`config.mk`:
```
export PLATFORM = sky130hd
export DESIGN_NAME = pipeline_hazard_ctrl
export DESIGN_NICKNAME = d
export VERILOG_FILES = /design/src/rtl/pipeline_hazard_ctrl.sv
export SDC_FILE = /design/constraint.sdc
export NUM_CORES = 1
export LEC_CHECK = 0
export ABC_AREA = 1
export BUFFER_PORTS_ARGS = -buffer_cell sky130_fd_sc_hd__buf_2
export CORE_ASPECT_RATIO = 1.75
export CORE_MARGIN = 10
export CORE_UTILIZATION = 42
export DETAILED_ROUTE_END_ITERATION = 8
export GPL_TIMING_DRIVEN = 0
export PLACE_DENSITY = 0.81
export SYNTH_ARGS = -nofsm -noshare
export SYNTH_HDL_FRONTEND = slang
export SYNTH_SLANG_ARGS = --single-unit
```
`constraint.sdc`:
```
create_clock -name clk -period 1.5 [get_ports clk]
set_input_delay 0.15 -clock clk [delete_from_list [all_inputs] [get_ports clk]]
set_output_delay 0.15 -clock clk [all_outputs]
set_load 0.1 [all_outputs]
```
`src/rtl/pipeline_hazard_ctrl.sv`:
```
// Stall/flush controller for the 5-stage pipeline: load-use, taken branch, data-memory wait and timeout.
// Optional performance counters are built when HAZARD_PERF_CNT_EN is defined.
module pipeline_hazard_ctrl #(
   parameter int REG_ADDR_W  = 5,
   parameter int MEM_TIMEOUT = 16
) (
   input  logic                  clk,
   input  logic                  rst,
   input  logic [REG_ADDR_W-1:0] id_rs1_addr,
   input  logic [REG_ADDR_W-1:0] id_rs2_addr,
   input  logic                  id_uses_rs1,
   input  logic                  id_uses_rs2,
   input  logic [REG_ADDR_W-1:0] ex_rd_addr,
   input  logic                  ex_mem_read,
   input  logic                  ex_branch_taken,
   input  logic                  mem_req,
   input  logic                  mem_ready,
   output logic                  pc_stall,
   output logic                  ifid_stall,
   output logic                  ifid_flush,
   output logic                  idex_stall,
   output logic                  idex_flush,
   output logic                  exmem_stall,
   output logic                  memwb_flush,
   output logic                  mem_timeout_err,
   output logic [31:0]           stall_cycles,
   output logic [31:0]           flush_events
);

   typedef enum logic [1:0] {RUN, MEM_WAIT, ERR} state_t;

   localparam logic [7:0] WAIT_LAST = 8'(MEM_TIMEOUT - 1);

   state_t     state, state_nxt;
   logic [7:0] wait_cnt, wait_cnt_nxt;
   logic       load_use;
   logic       mem_block;

   assign load_use  = ex_mem_read && (ex_rd_addr != '0) &&
                      ((id_uses_rs1 && (id_rs1_addr == ex_rd_addr)) ||
                       (id_uses_rs2 && (id_rs2_addr == ex_rd_addr)));
   assign mem_block = mem_req && !mem_ready;

   // NOTE: sequential state uses non-blocking assignments so every flop samples pre-edge values.
   always_ff @(posedge clk) begin
      if (rst) begin
         state    <= RUN;
         wait_cnt <= '0;
      end else begin
         state    <= state_nxt;
         wait_cnt <= wait_cnt_nxt;
      end
   end

   // NOTE: every output of this block gets a default first, so no latches are inferred.
   always_comb begin
      state_nxt    = state;
      wait_cnt_nxt = wait_cnt;
      pc_stall     = 1'b0;
      ifid_stall   = 1'b0;
      ifid_flush   = 1'b0;
      idex_stall   = 1'b0;
      idex_flush   = 1'b0;
      exmem_stall  = 1'b0;
      memwb_flush  = 1'b0;

      // RUN and MEM_WAIT decode identically: an unserved request freezes, anything else advances.
      if (!rst) begin
         if ((state == ERR) || mem_block) begin
            pc_stall    = 1'b1;
            ifid_stall  = 1'b1;
            idex_stall  = 1'b1;
            exmem_stall = 1'b1;
            memwb_flush = 1'b1;
         end else if (ex_branch_taken) begin
            ifid_flush = 1'b1;
            idex_flush = 1'b1;
         end else if (load_use) begin
            pc_stall   = 1'b1;
            ifid_stall = 1'b1;
            idex_flush = 1'b1;
         end
      end

      case (state)
         RUN: begin
            if (mem_block) begin
               state_nxt    = MEM_WAIT;
               wait_cnt_nxt = 8'd1;
            end
         end
         MEM_WAIT: begin
            if (mem_ready || !mem_req) begin
               state_nxt    = RUN;
               wait_cnt_nxt = '0;
            end else if (wait_cnt == WAIT_LAST) begin
               state_nxt = ERR;
            end else begin
               wait_cnt_nxt = wait_cnt + 8'd1;
            end
         end
         ERR:     state_nxt = ERR;
         default: state_nxt = RUN;
      endcase
   end

   // The flag is the ERR state itself, so it holds through rst until the reset edge.
   assign mem_timeout_err = (state == ERR);

`ifdef HAZARD_PERF_CNT_EN
   always_ff @(posedge clk) begin
      if (rst) begin
         stall_cycles <= '0;
         flush_events <= '0;
      end else if (state != ERR) begin
         if (pc_stall)                 stall_cycles <= stall_cycles + 32'd1;
         if (ifid_flush || idex_flush) flush_events <= flush_events + 32'd1;
      end
   end
`else
   assign stall_cycles = '0;
   assign flush_events = '0;
`endif

endmodule

```
Yosys cells after proc, flatten, opt, wreduce, memory -nomap -nowiden:

Cells that the tools add are included.

* register bits after elaboration: 10
* input bits: 23
* logic and storage cells: 46

* add/sub/neg operators: 1
* equality and inequality tests: 8
* muxes and demuxes: 20
* reduce and logical (&&, ||, !) cells: 15

Operator list (number)
* 8-bit 2-to-1 mux: 3
* 8-bit one-hot mux with 2 select lines: 1
* 1-bit 2-to-1 mux: 12
* 5-bit equality test: 2
* 8-bit by 1-bit adder with 8-bit output (second input constant): 1
* 8-bit by 4-bit equality test with 1-bit output (second input constant): 1
* 2-bit 2-to-1 mux: 3
* 3-bit inequality test (second input constant): 2
* 2-bit one-hot mux with 3 select lines: 1
* 1-bit logical AND: 5
* 5-bit nonzero test: 1
* 1-bit logical OR: 3
* 3-bit AND reduction: 1
* 2-bit by 1-bit equality test with 1-bit output (second input constant): 1
* 2-bit equality test (second input constant): 1
* 1-bit zero test: 2
* 2-bit zero test: 1
* 2-bit inequality test (second input constant): 1
* 2-bit AND reduction: 1
* 2-bit nonzero test: 1

Logic depth before layout (Yosys ltp):

* depth after elaboration: 8
* gate-level depth with buffers: 9

Worst setup path before layout:

OpenSTA, ideal clock, no wires.

* kind: reg2out
* start point: register state[1]
* end point: output pc_stall
* arrival: 3084 ps
* data required time: 1350 ps
* setup slack: -1734 ps
* stages on the path, launching flop included: 8
* path buffers: 1
* cells stage by stage: dfxtp_1 > inv_1 > nor2_1 > inv_1 > nand2_1 > nand2_1 > nand2_1 > buf_4

* cells in the longest elaborated chain, start to end: 4

RTL lines
* from (decl): line 34 `state_t state, state_nxt;`
* from (signal assigned): line 50 `state <= state_nxt;`
* 2-bit equality test
* net mem_timeout_err: line 25 `output logic mem_timeout_err,`
* 1-bit logical OR: line 69 `if ((state == ERR) || mem_block) begin`
* 1-bit 2-to-1 mux: line 69
* 1-bit 2-to-1 mux: line 68 `if (!rst) begin`
* to (decl): line 18 `output logic pc_stall,`

The timed path passes the listed nets, and every way through them passes these cells.

Worst setup path after layout:

* start point: register state[1]
* end point: output memwb_flush

* cells in the longest elaborated chain, start to end: 4

RTL lines
* 2-bit equality test: line 69
* 1-bit logical OR: line 69
* 1-bit 2-to-1 mux: line 69
* 1-bit 2-to-1 mux: line 68
* to (decl): line 24 `output logic memwb_flush,`

No other way between the ends.

==> flow_summary.toml <==
[die]
die_h_microns = 96.4
initial_core_util = 0.441
std_cell_rows = 27
fp.dieArea_sq_um = 6140
design.core.area_sq_um = 3180
io-pin-count = 95
chipWidth_microns = 63.7

[global_route]
grt_util_all_layers = 0.122
grt_residual_overflow = 0
grt_antenna_before_repair = 0
grt_pass1_wl_microns = 6220
grt_start_max_net_pins = 11
vias_in_the_first_global_route = 1537

[yosys]
synth_area_sq_um = 1400
sequential_area_share_after_synthesis = 0.143
synth-edff-count = 0
synth_cell_count_leaders = "67 x sky130_fd_sc_hd__buf_4, 61 x sky130_fd_sc_hd__nand2_1, 32 x sky130_fd_sc_hd__inv_1"
synth_top_cells_by_area = "sky130_fd_sc_hd__buf_4 36%, sky130_fd_sc_hd__nand2_1 16%, sky130_fd_sc_hd__dfxtp_1 14%"
synth-main-ff-cell = "sky130_fd_sc_hd__dfxtp_1"
yosys.area.top_type = "sky130_fd_sc_hd__buf_4"
synth.avg_cell_area_sq_um = 6.04
async_reset_ff_frac = 0
netlist_instances = 232
post-synth-top-area-fraction = 0.359
synth_cell_type_count = 19
synth.ff_latch_count = 10
yosys.cell_count.top_type = "sky130_fd_sc_hd__buf_4"
synth.yosys.warnings = 0

[clocking]
post_cts_hold_buffer_count = 0
cts_tree = "yes"
cts_max_level = 1
clk_transition_reported_paths_ns = 0.04
cts.sink_count = 10
cts_root_buf = "sky130_fd_sc_hd__clkbuf_8"
clk_path_buf_depth = 2
skew_pair_late_insertion_delay_ns = 0.23
tritoncts.num_buffers = 3
post_cts_buffers = 0

[route]
detail_route.iter0.violations = 31
first_pass_iters = 4
route.layer.met1.wl_microns = 1150
detail_route.vias_per_cell = 3.89
drc = 0
detailroute.via_count = 1443
detail_route.wl_per_cell_microns = 10.3
wl_met3_microns = 505
final_antenna_violating_net_count = 0
top_signal_layer_used = "met4"
finalWirelength_microns = 3820
dr_wl_met2_microns = 2090

[placement]
dp.final_hpwl_microns = 3330
placed_cells_incl_taps = 368
gpl.final_weighted_congestion = 0.876
place.port_buffers = 30
dpl-instance-area_sq_um = 1900

[power]
pwr_density_cell_nw_per_um2 = 801
power.combinational.fraction = 0.668
power.static_leakage_nw = 1.24
power_switching_share = 0.601
power_frac_clock = 0.163
internal_power_uw = 657
report.power.total_mw = 1.65
power_switching_uw = 989
power.share.sequential = 0.169
worst_ir_drop_vdd_uv = 575

[min_path]
min_path_cells = 3
hold-path-endpoint = "wait_cnt[7]"
hold_path_startpoint = "rst"
hold_path.class = "input pin to register"

[sta]
timing.final.hold_violations = 0
final_period_minus_worst_setup_slack_ns = 1.51
timing.final.crit_share = 1.00
rsz0062_at_grt = "yes"
clock.fmax_mhz = 664
slew_viol_final = 0
setup_violations = 1
setup_ws_ns = -0.00544
worst_clock_skew_ns = 0.000973
setup_tns_ns = -0.00544

[status]
failing_checks = "negative setup slack"
status = "finished, violations left"

[critical_path]
crit_buf_inv = 5
rrSetupSlack_ns = 0.09
worst_path_top_cell_family_by_delay = "buffers and inverters"
crit_path_max_fanout = 3
worst_path_max_delay_cell = "sky130_fd_sc_hd__dfxtp_2"
crit_chain = "inv_2 -> nor2_4 -> inv_2 -> nand2_4 -> nand2_4 -> clkinvlp_4 -> buf_12 -> buf_16"
worst-r2r-cell-count = 7
regToRegStartpoint = "wait_cnt[0]"
critPathLaunchType = "register"
crit_type = "register to primary output"
crit_path_end_kind = "primary output"
crit-reg2reg-capture = "wait_cnt[4]"
critical_path_arrival_ns = 1.36
crit_path_max_incr_delay_ns = 0.32
required_time_reported_for_the_critical_path_endpoint_ns = 1.35

[final_layout]
final_net_count = 354
area_delta_synth_final_pct = 46.7
final_layout_size_suffix_gt1_frac = 0.390
final_core_util = 0.647
fin_area_sq_um = 2060
instances_no_fill = 371
insertedDiodeCount = 0

[job]
timing.max_cap.violations = 0
stage by stage:
| step | hold slack [ns] | setup WS [ns] |
|---|---|---|
| 6_report | 0.352 | -0.00544 |
| 4_1_cts | 0.341 | -0.00563 |
| 2_1_floorplan | 0.430 | -0.383 |
| 5_1_grt | 0.388 | -0.0713 |
| 3_5_place_dp | 0.507 | -0.0689 |
| 3_3_place_gp | 0.492 | -0.0570 |
worst min-delay path: stages:
cell and delay, ns:
sky130_fd_sc_hd__buf_2 0.09, sky130_fd_sc_hd__buf_2 0.25, sky130_fd_sc_hd__a21oi_2 0.04
power groups by stage:
stage	clock [mW]	sequential (mW)	combinational [mW]
floorplan	0	0.281	0.988
global placement	0	0.282	1.05
detailed placement	0	0.282	1.05
CTS	0.271	0.278	1.07
global route	0.285	0.278	1.14
finish	0.268	0.278	1.10
cells by family after synthesis:
kind of cell | share of synthesized area
flops | 0.143
compound gates | 0.0607
xor+xnor | 0.00625
other cells | 0.00268
simple gates | 0.330
buf+inv | 0.448
fa+ha+maj | 0.00893
how the worst max path moves through the flow:
stage / start / end / slack [ns] / cells after the start
finish: state[1] / memwb_flush / -0.005 / 8
floorplan: state[1] / idex_stall / -0.38 / 7
global placement: ex_rd_addr[0] / pc_stall / -0.06 / 10
global route: state[1] / memwb_flush / -0.07 / 8
CTS: state[1] / memwb_flush / -0.006 / 8
detailed placement: ex_rd_addr[2] / pc_stall / -0.07 / 11
per-layer routing:
layer,up-vias,global-route usage
met2,71,0.247
li1,757,-
met3,9,0.0749
met4,0,0.0476
met5,-,0
met1,606,0.0885
placed cells by master, fill, tap and decap left out, drive strengths merged, types with 3 or more instances in the layout:
master,n
buf,98
conb,64
nand2,63
inv,31
nor2,28
nand3,13
dfxtp,10
a21oi,8
nand4,3
o21ai,3
clkbuf,3
sequential cells by signal, summed over array words and instances, names as in the netlist:
| register | flops |
|---|---|
| wait_cnt | 8 |
| state | 2 |
final cells by class:
type	instances	area, sq um
fill	311	1120
multi-input combinational	185	860
buffer	68	533
timing repair buffer	30	241
sequential	10	203
inverter	32	124
tap	43	53.8
clock buffer	3	41.3
what timing repair did:
item | CTS | global route
pin swaps | 0 | 2
gates resized for setup | 21 | 10
setup endpoints to repair | 7 | 14
Note: power is estimated with default switching activity, not from simulation.
